<file path="config.mk">
export PLATFORM = sky130hd
export DESIGN_NAME = block_data_dispatcher
export DESIGN_NICKNAME = d
export VERILOG_FILES = /design/src/rtl/icache_pkg.sv /design/src/rtl/block_word_select.sv /design/src/rtl/block_data_dispatcher.sv
export SDC_FILE = /design/constraint.sdc
export NUM_CORES = 1
export LEC_CHECK = 0
export ABC_AREA = 1
export CAP_MARGIN = 20
export CORE_AREA = 3 3 274 276
export DETAILED_ROUTE_END_ITERATION = 8
export DIE_AREA = 0 0 277 279
export HOLD_SLACK_MARGIN = 0.15
export PLACE_DENSITY = 0.45
export SYNTH_ARGS = -nofsm -noshare
export SYNTH_HDL_FRONTEND = slang
export SYNTH_SLANG_ARGS = --single-unit
</file>
<file path="constraint.sdc">
create_clock -name clk -period 4.5 [get_ports clk]
set_clock_uncertainty 0.1 [all_clocks]
set_input_delay 0.45 -clock clk [delete_from_list [all_inputs] [get_ports clk]]
set_output_delay 0.45 -clock clk [all_outputs]
set_load 0.05 [all_outputs]
</file>
<file path="src/rtl/icache_pkg.sv">
// Shared instruction-cache definitions: geometry constants and the state
// encoding of the block data dispatcher.
package icache_pkg;

  localparam int ADDR_WIDTH      = 16;
  localparam int WORD_WIDTH      = 32;
  localparam int WORDS_PER_BLOCK = 10;
  localparam int BLOCK_WIDTH     = WORDS_PER_BLOCK * WORD_WIDTH;
  localparam int INDEX_WIDTH     = 4;
  localparam int TAG_WIDTH       = ADDR_WIDTH - INDEX_WIDTH;
  localparam int OFFSET_WIDTH    = 4;

  typedef enum logic [1:0] {
    DISP_IDLE    = 2'd0,
    DISP_WRITE   = 2'd1,
    DISP_RESPOND = 2'd2
  } disp_state_e;

endpackage : icache_pkg

</file>
<file path="src/rtl/block_word_select.sv">
// Combinational 10:1 word mux over a cache line, with an out-of-range flag
// for offsets beyond the last word of the line.
module block_word_select
  import icache_pkg::*;
(
  input  logic [BLOCK_WIDTH-1:0]  line,
  input  logic [OFFSET_WIDTH-1:0] offset,
  output logic [WORD_WIDTH-1:0]   word,
  output logic                    err
);

  // Pick the addressed word; offsets 10..15 return zero and raise err.
  always_comb begin
    // NOTE: every output gets a default before the case so no path leaves
    // a value unassigned, which would otherwise infer a latch.
    word = '0;
    err  = 1'b0;
    case (offset)
      4'd0:    word = line[31:0];
      4'd1:    word = line[63:32];
      4'd2:    word = line[95:64];
      4'd3:    word = line[127:96];
      4'd4:    word = line[159:128];
      4'd5:    word = line[191:160];
      4'd6:    word = line[223:192];
      4'd7:    word = line[255:224];
      4'd8:    word = line[287:256];
      4'd9:    word = line[319:288];
      default: err  = 1'b1;
    endcase
  end

endmodule : block_word_select

</file>
<file path="src/rtl/block_data_dispatcher.sv">
// Takes the line assembled by the memory controller and hands it out twice:
// one write strobe into the cache data/tag array, and the single missed word
// back to the fetch-side user through a valid/ready handshake.
module block_data_dispatcher
  import icache_pkg::*;
(
  input  logic                    clk,
  input  logic                    arst_n,
  input  logic                    i_halt,
  input  logic [ADDR_WIDTH-1:0]   i_miss_block_addr,
  input  logic [OFFSET_WIDTH-1:0] i_miss_word_offset,
  input  logic                    i_miss_valid,
  output logic                    o_miss_ready,
  input  logic [BLOCK_WIDTH-1:0]  i_mem_block_data,
  input  logic                    i_mem_block_data_valid,
  output logic                    o_arr_wr_en,
  output logic [INDEX_WIDTH-1:0]  o_arr_wr_index,
  output logic [TAG_WIDTH-1:0]    o_arr_wr_tag,
  output logic [BLOCK_WIDTH-1:0]  o_arr_wr_data,
  output logic [WORD_WIDTH-1:0]   o_user_data,
  output logic                    o_user_data_valid,
  output logic                    o_user_err,
  input  logic                    i_user_ready
);

  disp_state_e             state_q;
  disp_state_e             state_d;
  logic                    pending_q;
  logic                    r_blk_valid_d;
  logic [BLOCK_WIDTH-1:0]  line_q;
  logic [ADDR_WIDTH-1:0]   addr_q;
  logic [OFFSET_WIDTH-1:0] offset_q;

  logic line_rise;
  logic line_capture;
  logic wr_active;
  logic respond_done;
  logic miss_accept;

  // The line valid from the controller is a sticky level; only its rising
  // edge marks a new line.
  assign line_rise   = i_mem_block_data_valid & ~r_blk_valid_d;

  assign o_miss_ready = (state_q == DISP_IDLE) & ~pending_q & ~i_halt;
  assign miss_accept  = i_miss_valid & o_miss_ready;

  // Next-state and per-state strobes; halt gating is applied at the registers.
  always_comb begin
    state_d      = state_q;
    line_capture = 1'b0;
    wr_active    = 1'b0;
    respond_done = 1'b0;
    case (state_q)
      DISP_IDLE: begin
        if (line_rise) begin
          state_d      = DISP_WRITE;
          line_capture = 1'b1;
        end
      end
      DISP_WRITE: begin
        wr_active = 1'b1;
        state_d   = pending_q ? DISP_RESPOND : DISP_IDLE;
      end
      DISP_RESPOND: begin
        if (i_user_ready) begin
          state_d      = DISP_IDLE;
          respond_done = 1'b1;
        end
      end
      default: state_d = DISP_IDLE;
    endcase
  end

  // State, edge detector, miss latch and line register; all hold under halt.
  always_ff @(posedge clk or negedge arst_n) begin
    if (!arst_n) begin
      state_q       <= DISP_IDLE;
      pending_q     <= 1'b0;
      r_blk_valid_d <= 1'b0;
      // NOTE: the 320-bit line register is reset deliberately so the array
      // data and user word outputs read zero during and after reset.
      line_q        <= '0;
      addr_q        <= '0;
      offset_q      <= '0;
    end else if (!i_halt) begin
      // NOTE: non-blocking assignments keep every register reading the
      // pre-edge values of the others, independent of statement order.
      state_q       <= state_d;
      r_blk_valid_d <= i_mem_block_data_valid;
      if (line_capture) line_q <= i_mem_block_data;
      if (miss_accept) begin
        pending_q <= 1'b1;
        addr_q    <= i_miss_block_addr;
        offset_q  <= i_miss_word_offset;
      end else if (respond_done) begin
        pending_q <= 1'b0;
      end
    end
  end

  // A line that arrives with no miss outstanding is written to set 0, tag 0.
  assign o_arr_wr_en       = wr_active & ~i_halt;
  assign o_arr_wr_index    = pending_q ? addr_q[INDEX_WIDTH-1:0] : '0;
  assign o_arr_wr_tag      = pending_q ? addr_q[ADDR_WIDTH-1:INDEX_WIDTH] : '0;
  assign o_arr_wr_data     = line_q;
  assign o_user_data_valid = (state_q == DISP_RESPOND);

  block_word_select u_word_select (
    .line   (line_q),
    .offset (offset_q),
    .word   (o_user_data),
    .err    (o_user_err)
  );

endmodule : block_data_dispatcher

</file>
==> out/qor.txt <==
==================================================================================
Die boundary width                                                          277 um
Routed len/inst                                                           22.94 um
Clock net sink count                                                           344
RSZ-0062 raised after global routing                                            no
Drt via density                                                              4.415
Core outline area                                                       72830 um^2
Number of stages on the worst hold path                                          3
Status                                                                finished clean
Arrival time worst endpoint                                                3.55 ns
Mean instance size in the synthesized netlist                           7.561 um^2
Number of max-capacitance violations reported                                    0
Number of global-route vias before repair                                    16890
Worst-skew pair later-pin latency                                          0.57 ns
Share of layout cells above drive strength 1                                4.063%
Sequential element share of the synthesized area                            52.20%
Count of vias placed by the detailed router                                  17020
Post-layout nets                                                              3197
Core Util, Final                                                            35.92%
Max-slew headroom at the worst pin                                          33.27%
Top achievable clock speed                                              0.2439 GHz
Maximum level of the CTS H-tree                                                  2
Initial Util                                                                22.64%
Filler cell count                                                             7645
TritonCTS clock tree                                                          done
Final critical-path required period                                       4.101 ns
FP Rows                                                                         99
Post-CTS setup-driven buffer insertion count                                     0
Residual antenna-violating net count after detailed routing                      0
Combined global-route utilization of all metal layers                       22.13%
Min-Delay Startpoint                                                  i_mem_block_data[18]
Placer congestion estimate                                                  0.9403
CTS Buf Count                                                                   44
Sum of negative setup slack                                                   0 ns
Setup violations, final                                                          0
Critical-path cell list                                               inv_2 > nor2_4 > buf_12 > nand3_1 > nand2_1 > nor2_1 > nand3_1 > clkdlybuf4s50_1
Clock-pin transition on the worst setup and hold timing paths              0.06 ns
Cell with the most instances on the worst path                        sky130_fd_sc_hd__nand3_1
Post-route fraction of the period consumed by the critical path             91.13%
Yosys reg bits                                                                 344
Family of cells with the greatest summed delay on the critical path   buffers and inverters
HP Class                                                              input pin to flip-flop
Setup slack of the worst register-to-register path                         2.00 ns
Die area                                                                77280 um^2
Worst r2r path cells                                                             5
Top-level port count                                                           718
Netlist area before placement                                           16490 um^2
CP Capture Type                                                       primary output
Root cell of the clock tree                                           sky130_fd_sc_hd__clkbuf_16
Initial antenna violation count                                                 18
Distinct cells, synth                                                           19
Residual DRC count                                                               0
Final instance count without filler cells                                     3854
Number of nets produced by synthesis                                          2527
First-pass GRT wire length                                               125000 um
Total gr overflow                                                                0
Count of pins over their slew limit                                              0
Maximum number of pins on one net before global-route repair                   113
Vertical die dimension                                                      279 um
Longest individual stage delay on the worst path                           0.93 ns
Quantity of I/O buffers inserted on ports                                      717
Cell Pwr Density                                                      958.2 nW/um^2
CP Class                                                              flip-flop to primary output
Synthesis-to-layout area growth                                             58.68%
Final hold slack                                                         0.3217 ns
Count of warnings emitted by yosys                                               0
End of the worst hold path                                            o_arr_wr_data[18]$_DFFE_PN0P_
Launch instance of the worst register-to-register path                state_q[1]$_DFFE_PN0P_
Data required, critical path                                               3.95 ns
Slowest library cell on the worst path                                sky130_fd_sc_hd__clkdlybuf4s50_1
# placed instances                                                            3763
Maximum vdd ir drop                                                    0.0004461 V
Resized Gates After CTS                                                          0
Router iterations before antenna repair                                          5
Gate count of the mapped netlist                                              2181
R2r endpoint                                                          o_arr_wr_data[132]$_DFFE_PN0P_
Wire length after detailed routing                                        88410 um
Hold buffer count at CTS                                                         1
Slew at the pin with the worst max-slew slack                            0.9985 ns
Final number of hold-violating endpoints                                         0
Leak Pwr                                                                  12.99 nW
Buf/Inv on CP                                                                    3
HPWL Detailed                                                             69830 um
Peak fanout along the critical path                                             43
Critical Path Source Type                                                flip-flop
1st-iter DRT viols                                                            1202
Bufs on Longest Clock Path                                                       3
==================================================================================
[power breakdown]
| group | switching [mW] | internal, mW |
|---|---|---|
| logic | 10.5 | 4.41 |
| clock network | 1.44 | 2.06 |
| registers | 2.07 | 4.60 |
[kinds of logic (layout without fill, tap and decap cells)]
family / Yosys count / count (layout) / synth area share, %
and+or+nand+nor: 958 / 958 / 24.20
buffers and inverters: 533 / 1232 / 13.08
AOI/OAI and AO/OA: 346 / 346 / 10.52
DFF: 344 / 344 / 52.20
other: 0 / 15 / 0
[worst max-delay path by stage]
stage | from | endpoint | slack [ns] | cells past startpoint
global route | offset_q[2]$_DFFE_PN0P_ | o_user_data[18] | 0.17 | 8
CTS | offset_q[2]$_DFFE_PN0P_ | o_user_data[18] | 0.31 | 8
finish | offset_q[2]$_DFFE_PN0P_ | o_user_data[18] | 0.40 | 8
floorplan | pending_q$_DFFE_PN0P_ | o_miss_ready | 1.89 | 2
detailed placement | offset_q[2]$_DFFE_PN0P_ | o_user_data[18] | 0.92 | 8
global placement | offset_q[2]$_DFFE_PN0P_ | o_user_data[18] | 0.94 | 8
[stage by stage]
stage               worst slack, ns  area, um^2  power (mW)
floorplan                     1.888       16490       14.83
global placement             0.9402       24720       21.73
detailed placement           0.9242       24720       21.73
CTS                          0.3074       26130       25.35
global route                 0.1736       26160       26.23
finish                       0.3993       26170       25.07
[metal layers]
metal | track usage, % | share of wire (%) | vias up
li1 | - | - | 8110
met1 | 27.65 | 41 | 8055
met2 | 37.21 | 48 | 707
met3 | 5.033 | 7.3 | 143
met4 | 8.621 | 3.9 | 2
met5 | 0 | 0.015 | -
[placed cells by master, fill, tap and decap left out]
cell,Yosys,layout
sky130_fd_sc_hd__o21ai_0,300,300
sky130_fd_sc_hd__clkbuf_1,42,11
sky130_fd_sc_hd__buf_12,0,13
sky130_fd_sc_hd__buf_8,0,1
sky130_fd_sc_hd__clkbuf_8,0,11
sky130_fd_sc_hd__clkbuf_16,0,45
sky130_fd_sc_hd__nor2_1,71,67
sky130_fd_sc_hd__nor2_4,2,8
sky130_fd_sc_hd__clkinv_2,0,4
sky130_fd_sc_hd__buf_4,9,27
sky130_fd_sc_hd__nand3_4,0,1
sky130_fd_sc_hd__nand2_1,589,589
sky130_fd_sc_hd__inv_1,396,396
sky130_fd_sc_hd__inv_2,3,3
sky130_fd_sc_hd__o21ai_1,44,44
sky130_fd_sc_hd__nor4_1,1,1
sky130_fd_sc_hd__nand3_1,290,290
sky130_fd_sc_hd__dlygate4sd3_1,0,1
sky130_fd_sc_hd__diode_2,0,15
sky130_fd_sc_hd__o31ai_1,1,1
sky130_fd_sc_hd__nor3_1,2,2
sky130_fd_sc_hd__clkinv_4,0,1
sky130_fd_sc_hd__clkdlybuf4s50_1,0,716
sky130_fd_sc_hd__a21oi_1,1,1
sky130_fd_sc_hd__bufinv_16,0,1
sky130_fd_sc_hd__inv_6,0,2
sky130_fd_sc_hd__dfrtp_1,344,344
[sequential cells by signal, summed over array words and instances (netlist names)]
register       flops
pending_q          1
addr_q            16
r_blk_valid_d      1
o_arr_wr_data    320
offset_q           4
state_q            2
[cell usage after synthesis]
cell type | count | area (um^2)
sky130_fd_sc_hd__nand2_1 | 589 | 2211
sky130_fd_sc_hd__inv_2 | 3 | 11.26
sky130_fd_sc_hd__nor4_1 | 1 | 6.260
sky130_fd_sc_hd__o31ai_1 | 1 | 7.510
sky130_fd_sc_hd__nor3_1 | 2 | 10.01
sky130_fd_sc_hd__clkbuf_1 | 42 | 157.7
sky130_fd_sc_hd__buf_2 | 80 | 400.4
sky130_fd_sc_hd__nor2_1 | 71 | 266.5
sky130_fd_sc_hd__o21ai_0 | 300 | 1501
sky130_fd_sc_hd__buf_6 | 3 | 33.78
sky130_fd_sc_hd__dfrtp_1 | 344 | 8608
sky130_fd_sc_hd__inv_1 | 396 | 1486
sky130_fd_sc_hd__buf_4 | 9 | 67.56
sky130_fd_sc_hd__nor2_2 | 2 | 12.51
sky130_fd_sc_hd__nand3_2 | 1 | 10.01
sky130_fd_sc_hd__a21oi_1 | 1 | 5.000
sky130_fd_sc_hd__o21ai_1 | 44 | 220.2
sky130_fd_sc_hd__nor2_4 | 2 | 22.52
sky130_fd_sc_hd__nand3_1 | 290 | 1451
[worst reg2reg max path, delay by kind of cell, from the launching register on]
family	cells	cell delay, ns
DFF	1	0.44
AOI/OAI and AO/OA	1	0.10
buffers and inverters	1	0.57
and+or+nand+nor	3	1.15
[final cells by class]
class | count | area (um^2) | area share, %
Multi-Input combinational cell | 1304 | 5772 | 22.06
Tap cell | 959 | 1200 | 4.586
Antenna cell | 15 | 37.54 | 0.1435
Timing Repair Buffer | 758 | 7655 | 29.26
Inverter | 399 | 1498 | 5.724
Clock inverter | 8 | 76.32 | 0.2917
Clock buffer | 67 | 1319 | 5.040
Sequential cell | 344 | 8608 | 32.90
Power figures use the tool's default switching activity.
